--- src/rtl/freq_meas_if.sv ---
// Measurement bus for freq_meas: square-wave input and the published period/high/frequency results.
interface freq_meas_if;
  localparam int unsigned W = 32;

  logic         sig_in;
  logic [W-1:0] period_val;
  logic [W-1:0] high_val;
  logic [W-1:0] freq_val;
  logic         meas_valid;
  logic         timeout;

  modport master (
    output sig_in,
    input  period_val, high_val, freq_val, meas_valid, timeout
  );

  modport slave (
    input  sig_in,
    output period_val, high_val, freq_val, meas_valid, timeout
  );
endinterface

--- src/rtl/freq_meas.sv ---
// Square-wave frequency meter: period/high-time counting with loss-of-signal detection.
// Define FREQ_MEAS_DIV_EN to compile in the sequential divider that produces freq_val.
module freq_meas #(
  parameter int unsigned CLK_FREQ    = 100_000_000,
  parameter int unsigned TIMEOUT_CYC = 100_000_000
) (
  input  logic        clk,
  input  logic        rst,
  freq_meas_if.slave  bus
);

  localparam int unsigned W      = 32;
  localparam logic [W-1:0] TO_VAL = W'(TIMEOUT_CYC);

  if (CLK_FREQ == 0 || TIMEOUT_CYC == 0) begin : g_cfg_check
    $error("freq_meas: CLK_FREQ and TIMEOUT_CYC must be non-zero");
  end

`ifdef FREQ_MEAS_DIV_EN
  typedef enum logic [1:0] {S_IDLE = 2'd0, S_MEAS = 2'd1, S_DIV = 2'd2} state_t;
`else
  typedef enum logic [1:0] {S_IDLE = 2'd0, S_MEAS = 2'd1} state_t;
`endif

  state_t       r_state, w_state_nxt;
  logic         r_sync1, r_sync2, r_prev;
  logic         w_rise, w_fall;
  logic [W-1:0] r_cnt;
  logic [W-1:0] r_hi_cap;
  logic [W-1:0] r_period, r_high;
  logic         r_valid, r_timeout;
  logic         w_publish, w_lost;
  logic [W-1:0] w_pub_per;

  // Two-flop synchronizer plus edge-detect flop
  always_ff @(posedge clk or negedge rst) begin
    if (!rst) begin
      r_sync1 <= 1'b0;
      r_sync2 <= 1'b0;
      r_prev  <= 1'b0;
    end else begin
      r_sync1 <= bus.sig_in;
      r_sync2 <= r_sync1;
      r_prev  <= r_sync2;
    end
  end

  assign w_rise = r_sync2 & ~r_prev;
  assign w_fall = ~r_sync2 & r_prev;

  // Cycles since last rising edge; saturation doubles as the loss-of-signal marker
  always_ff @(posedge clk or negedge rst) begin
    if (!rst)                 r_cnt <= '0;
    else if (w_rise)          r_cnt <= W'(1);
    else if (r_cnt != TO_VAL) r_cnt <= r_cnt + W'(1);
  end

`ifdef FREQ_MEAS_DIV_EN
  localparam logic [W-1:0] DIVIDEND = W'(CLK_FREQ);

  logic         w_div_go;
  logic [W-1:0] r_per_cap, r_rem, r_quo, r_freq;
  logic [4:0]   r_iter;
  logic [W:0]   w_part, w_diff;
  logic         w_qbit;
  logic [W-1:0] w_rem_nxt, w_quo_nxt;

  // Restoring divider: dividend bits shift out of r_quo's top as quotient bits shift in
  assign w_part    = {r_rem, r_quo[W-1]};
  assign w_diff    = w_part - {1'b0, r_per_cap};
  assign w_qbit    = ~w_diff[W];
  assign w_rem_nxt = w_qbit ? w_diff[W-1:0] : w_part[W-1:0];
  assign w_quo_nxt = {r_quo[W-2:0], w_qbit};
  assign w_pub_per = r_per_cap;

  always_ff @(posedge clk or negedge rst) begin
    if (!rst) begin
      r_per_cap <= '0;
      r_rem     <= '0;
      r_quo     <= '0;
      r_iter    <= '0;
    end else if (w_div_go) begin
      r_per_cap <= r_cnt;
      r_rem     <= '0;
      r_quo     <= DIVIDEND;
      r_iter    <= '0;
    end else if (r_state == S_DIV) begin
      r_rem     <= w_rem_nxt;
      r_quo     <= w_quo_nxt;
      r_iter    <= r_iter + 5'd1;
    end
  end
`else
  assign w_pub_per = r_cnt;
`endif

  always_ff @(posedge clk or negedge rst) begin
    if (!rst) r_state <= S_IDLE;
    else      r_state <= w_state_nxt;
  end

  // Next state and publish/loss strobes; a rise always beats a timeout
  always_comb begin
    w_state_nxt = r_state;
    w_publish   = 1'b0;
    w_lost      = 1'b0;
`ifdef FREQ_MEAS_DIV_EN
    w_div_go    = 1'b0;
`endif
    case (r_state)
      S_IDLE: begin
        if (w_rise) w_state_nxt = S_MEAS;
      end
      S_MEAS: begin
        if (w_rise) begin
`ifdef FREQ_MEAS_DIV_EN
          w_state_nxt = S_DIV;
          w_div_go    = 1'b1;
`else
          w_publish   = 1'b1;
`endif
        end else if (r_cnt == TO_VAL) begin
          w_lost      = 1'b1;
          w_state_nxt = S_IDLE;
        end
      end
`ifdef FREQ_MEAS_DIV_EN
      S_DIV: begin
        if (r_iter == 5'd31) begin
          w_publish   = 1'b1;
          w_state_nxt = S_MEAS;
        end
      end
`endif
      default: w_state_nxt = S_IDLE;
    endcase
  end

  // High time is only captured while measuring; IDLE forgets it
  always_ff @(posedge clk or negedge rst) begin
    if (!rst)                              r_hi_cap <= '0;
    else if (r_state == S_IDLE)            r_hi_cap <= '0;
    else if (r_state == S_MEAS && w_fall)  r_hi_cap <= r_cnt;
  end

  always_ff @(posedge clk or negedge rst) begin
    if (!rst) begin
      r_period  <= '0;
      r_high    <= '0;
      r_valid   <= 1'b0;
      r_timeout <= 1'b0;
`ifdef FREQ_MEAS_DIV_EN
      r_freq    <= '0;
`endif
    end else begin
      r_valid <= 1'b0;
      if (w_publish) begin
        r_period  <= w_pub_per;
        r_high    <= r_hi_cap;
        r_valid   <= 1'b1;
        r_timeout <= 1'b0;
`ifdef FREQ_MEAS_DIV_EN
        r_freq    <= w_quo_nxt;
`endif
      end else if (w_lost) begin
        r_period  <= '0;
        r_high    <= '0;
        r_valid   <= 1'b1;
        r_timeout <= 1'b1;
`ifdef FREQ_MEAS_DIV_EN
        r_freq    <= '0;
`endif
      end
    end
  end

  assign bus.period_val = r_period;
  assign bus.high_val   = r_high;
  assign bus.meas_valid = r_valid;
  assign bus.timeout    = r_timeout;
`ifdef FREQ_MEAS_DIV_EN
  assign bus.freq_val   = r_freq;
`else
  assign bus.freq_val   = '0;
`endif

endmodule

--- src/flat_wrapper.sv ---
// flat-port wrapper written by rule: the top's interface ports become plain ports
module freq_meas_flat 
#(
  parameter int unsigned CLK_FREQ    = 100_000_000,
  parameter int unsigned TIMEOUT_CYC = 100_000_000
)
  (clk, rst, bus_sig_in, bus_period_val, bus_high_val, bus_freq_val, bus_meas_valid, bus_timeout);
  freq_meas_if bus_i ();
  input  logic clk;
  input  logic rst;
  input wire logic [$bits(bus_i.sig_in)-1:0] bus_sig_in;
  output wire logic [$bits(bus_i.period_val)-1:0] bus_period_val;
  output wire logic [$bits(bus_i.high_val)-1:0] bus_high_val;
  output wire logic [$bits(bus_i.freq_val)-1:0] bus_freq_val;
  output wire logic [$bits(bus_i.meas_valid)-1:0] bus_meas_valid;
  output wire logic [$bits(bus_i.timeout)-1:0] bus_timeout;
  assign bus_i.sig_in = bus_sig_in;
  assign bus_period_val = bus_i.period_val;
  assign bus_high_val = bus_i.high_val;
  assign bus_freq_val = bus_i.freq_val;
  assign bus_meas_valid = bus_i.meas_valid;
  assign bus_timeout = bus_i.timeout;
  freq_meas #(.CLK_FREQ(CLK_FREQ), .TIMEOUT_CYC(TIMEOUT_CYC)) u_core (.clk(clk), .rst(rst), .bus(bus_i));
endmodule
--- config.mk ---
export PLATFORM = sky130hd
export DESIGN_NAME = freq_meas_flat
export DESIGN_NICKNAME = d
export VERILOG_FILES = /design/src/rtl/freq_meas_if.sv /design/src/rtl/freq_meas.sv /design/src/flat_wrapper.sv
export SDC_FILE = /design/constraint.sdc
export NUM_CORES = 1
export LEC_CHECK = 0
export CELL_PAD_IN_SITES_DETAIL_PLACEMENT = 1
export CELL_PAD_IN_SITES_GLOBAL_PLACEMENT = 1
export CORE_AREA = 2 2 126 128
export CTS_CLUSTER_DIAMETER = 200
export DETAILED_ROUTE_END_ITERATION = 8
export DIE_AREA = 0 0 128 130
export GPL_TIMING_DRIVEN = 1
export PLACE_DENSITY_LB_ADDON = 0.2
export RECOVER_POWER = 100
export SLEW_MARGIN = 20
export SYNTH_ARGS = -nofsm -noshare
export SYNTH_HDL_FRONTEND = slang
export SYNTH_SLANG_ARGS = --single-unit
--- constraint.sdc ---
create_clock -name clk -period 5.9 [get_ports clk]
set_input_delay 1.18 -clock clk [delete_from_list [all_inputs] [get_ports clk]]
set_output_delay 1.18 -clock clk [all_outputs]
set_load 0.005 [all_outputs]
==> run_results.csv <==
group,metric,value,unit
sta,fin_ws,1.86,ns
sta,setup_violations,0,
floorplanning,fp.coreArea,15400,um^2
floorplanning,initial_core_util,35.8,%
global_route,grt_usage,16.7,%
cts,cts_hold_buf,0,
final_layout,fill_cells,1648,
drt,via_count,3736,
global_route,grt_max_degree,77,
final_layout,nNetsFinal,511,
sta,clock_skew,0.00728,ns
status,violations,"max-capacitance violations, max-slew violations",
cts,cts_setup_buffers,0,
drt,route.detailed.drc,0,
worst_hold_path,whs_path_depth,0,
sta,rsz0062_at_grt,"no",
global_route,grt_pass1_wl,21400,um
synth,synth_cells,447,
cts,cts_resized,0,
drt,initialDrtViolationCount,209,
setup_path,arrival,4.39,ns
cts,clock_sink_count,134,
global_route,antenna_found_initial,0,
floorplanning,die_x,128,um
global_route,grt_pass1_vias,3871,
drt,drt_first_pass_iters,4,
power,p_per_area,329,nW/um^2
sta,layout_min_cycle_time,4.04,ns
place,place_ws,2.87,ns
drt,drt_wl_total,12900,um
cts,clkTransAtPathRegs,0.05,ns
floorplanning,die_h,130,um
setup_path,worstSetupPathType,"flip-flop to flip-flop",
drt,ant_nets,0,
final_layout,regArea,3350,um^2
run,drv_cap,3,
floorplanning,io-pin-count,101,
drt,via_per_inst,5.26,
place,hpwl,8340,um
sta,max_freq,0.247,GHz
synth,seq_area_frac_synth,60.7,%
floorplanning,rows,46,
cts,insertion_delay,0.42,ns
power,power_leakage,3.33,nW
final_layout,area.growth.synth_to_final,22.4,%
final_layout,final_cell_mix,"dfrtp_1, a22o_1, dlygate4sd3_1",
worst_hold_path,min_path_type,"flip-flop to flip-flop",
synth,synth_seq_cells,134,
place,gp_congestion,0.783,
cts,htreeDepth,4,
synth,synth_edf_count,0,
place,port_buffers,68,
synth,async_flop_share,100,%
synth,syn_area,5530,um^2
floorplanning,dieArea,16600,um^2
setup_path,cp.required,6.24,ns
setup_path,endpoint_kind,"flip-flop",
cts,cts_tree,"built",
cts,cts_buffer_depth,2,
synth,synth_top_area_share,60.7,%
synth,synth_ff_type,"dfrtp_1",
setup_path,reg2reg_slack,1.86,ns
final_layout,final_common_cell,"dfrtp_1",
sta,max_slew.worst_pin.slew,2.25,ns
synth,ys_top_cells_by_area,"dfrtp_1, a22o_1, buf_4",
final_layout,drive_gt1_share,6.76,%
setup_path,worstRegToRegCells,6,
cts,numCtsBuffers,17,
drt,wl_per_cell,18.1,um
synth,synth_top_cell_by_area,"dfrtp_1",
cts,root_buffer,"clkbuf_16",
power,vdd_ir_drop_max,0.201,mV
status,run_status,"finished with violations",
synth,yosysUniqueCellTypes,38,
synth,yosysWarnings,0,
sta,fin_crit_sh,68.5,%
sta,setup_tns,0,ns
setup_path,critPathLaunchType,"flip-flop",
sta,slew_violations,41,
sta,hold_violations,0,
sta,slew-limit-headroom,-50.7,%
final_layout,antenna_cells,0,
global_route,grt_overflow,0,
final_layout,multi_input_area,1820,um^2
synth,syn_avg_cell_area,12.4,um^2
setup_path,cp_max_fo,40,
[power by group]
| group | switching [mW] | internal (mW) | leakage (nW) |
|---|---|---|---|
| Sequential | 0.0431 | 0.960 | 1.84 |
| Combinational | 0.0827 | 0.0629 | 1.19 |
| Clock | 0.379 | 0.695 | 0.301 |
[critical path, stage by stage (launching register included)]
cell	delay [ns]
dfrtp_1	0.35
nand2b_1	0.23
inv_1	0.49
ha_1	0.42
a31oi_1	1.57
buf_4	0.63
a22o_1	0.23
[cells in the mapped netlist (2+ instances only)]
cell / count
nor2_1: 35
clkbuf_1: 26
a21oi_1: 4
o21ai_0: 4
buf_2: 2
a22o_1: 96
or3_1: 4
or4_1: 3
nor4b_1: 2
nand2_1: 10
dfrtp_1: 134
nor4_1: 3
xnor2_1: 6
o211ai_1: 3
ha_1: 3
buf_6: 6
buf_4: 32
nand3_1: 16
xor2_1: 21
nand4_1: 12
and3_1: 2
inv_1: 7
[per-layer routing]
metal	vias to the layer above	global-route usage [%]	part of all wire, %
met1	1961	22.8	48
met5	-	0	0
met3	14	3.81	3.2
met2	84	26.3	48
met4	0	6.08	1.3
li1	1677	-	-
[metrics by stage]
step / cells / util (%) / power, mW / instance area [um^2] / hold WS, ns
after global placement: 678 / 40.3 / 1.17 / 6210 / 0.350
after floorplan: 478 / - / 1.10 / 5640 / 0.331
after CTS: 710 / 44.2 / 2.26 / 6820 / 0.368
after detailed placement: 678 / 40.3 / 1.18 / 6210 / 0.347
after global routing: 710 / 43.9 / 2.31 / 6770 / 0.378
final: 710 / 43.9 / 2.22 / 6770 / 0.361
[worst paths after layout]
kind                                      from                       to
worst max-delay path             u_core.r_prev  u_core.bus.high_val[11]
worst min-delay path            u_core.r_sync1           u_core.r_sync2
worst max register to register   u_core.r_prev  u_core.bus.high_val[11]
worst min register to register  u_core.r_sync1           u_core.r_sync2
max in group asynchronous                  rst          u_core.r_cnt[0]
min in group asynchronous                  rst  u_core.bus.high_val[23]
[registers in the layout (all words and copies together), names as in the netlist]
| name | cells |
|---|---|
| u_core.r_cnt | 32 |
| u_core.bus.timeout | 1 |
| u_core.r_state | 1 |
| u_core.bus.period_val | 32 |
| u_core.r_sync2 | 1 |
| u_core.bus.meas_valid | 1 |
| u_core.r_hi_cap | 32 |
| u_core.bus.high_val | 32 |
| u_core.r_sync1 | 1 |
| u_core.r_prev | 1 |
[final cells by class]
cell class                 instances  share of cell area (%)
sequential                       134                    49.6
multi-input combinational        270                    26.9
timing repair buffer              74                    10.6
tap                              192                    3.55
clock buffer                      23                    7.06
clock inverter                     9                    1.83
inverter                           8                   0.444
[cell families after synthesis]
logic type      count (synthesis)  synth area share (%)
buf+inv                        74                  8.06
simple gates                   96                  9.15
compound gates                111                  16.9
xor+xnor                       27                  4.28
other cells                     1                0.0679
fa+ha+maj                       3                 0.679
mux                             1                 0.181
flops                         134                  60.7
(Power assumes the default switching activity.)
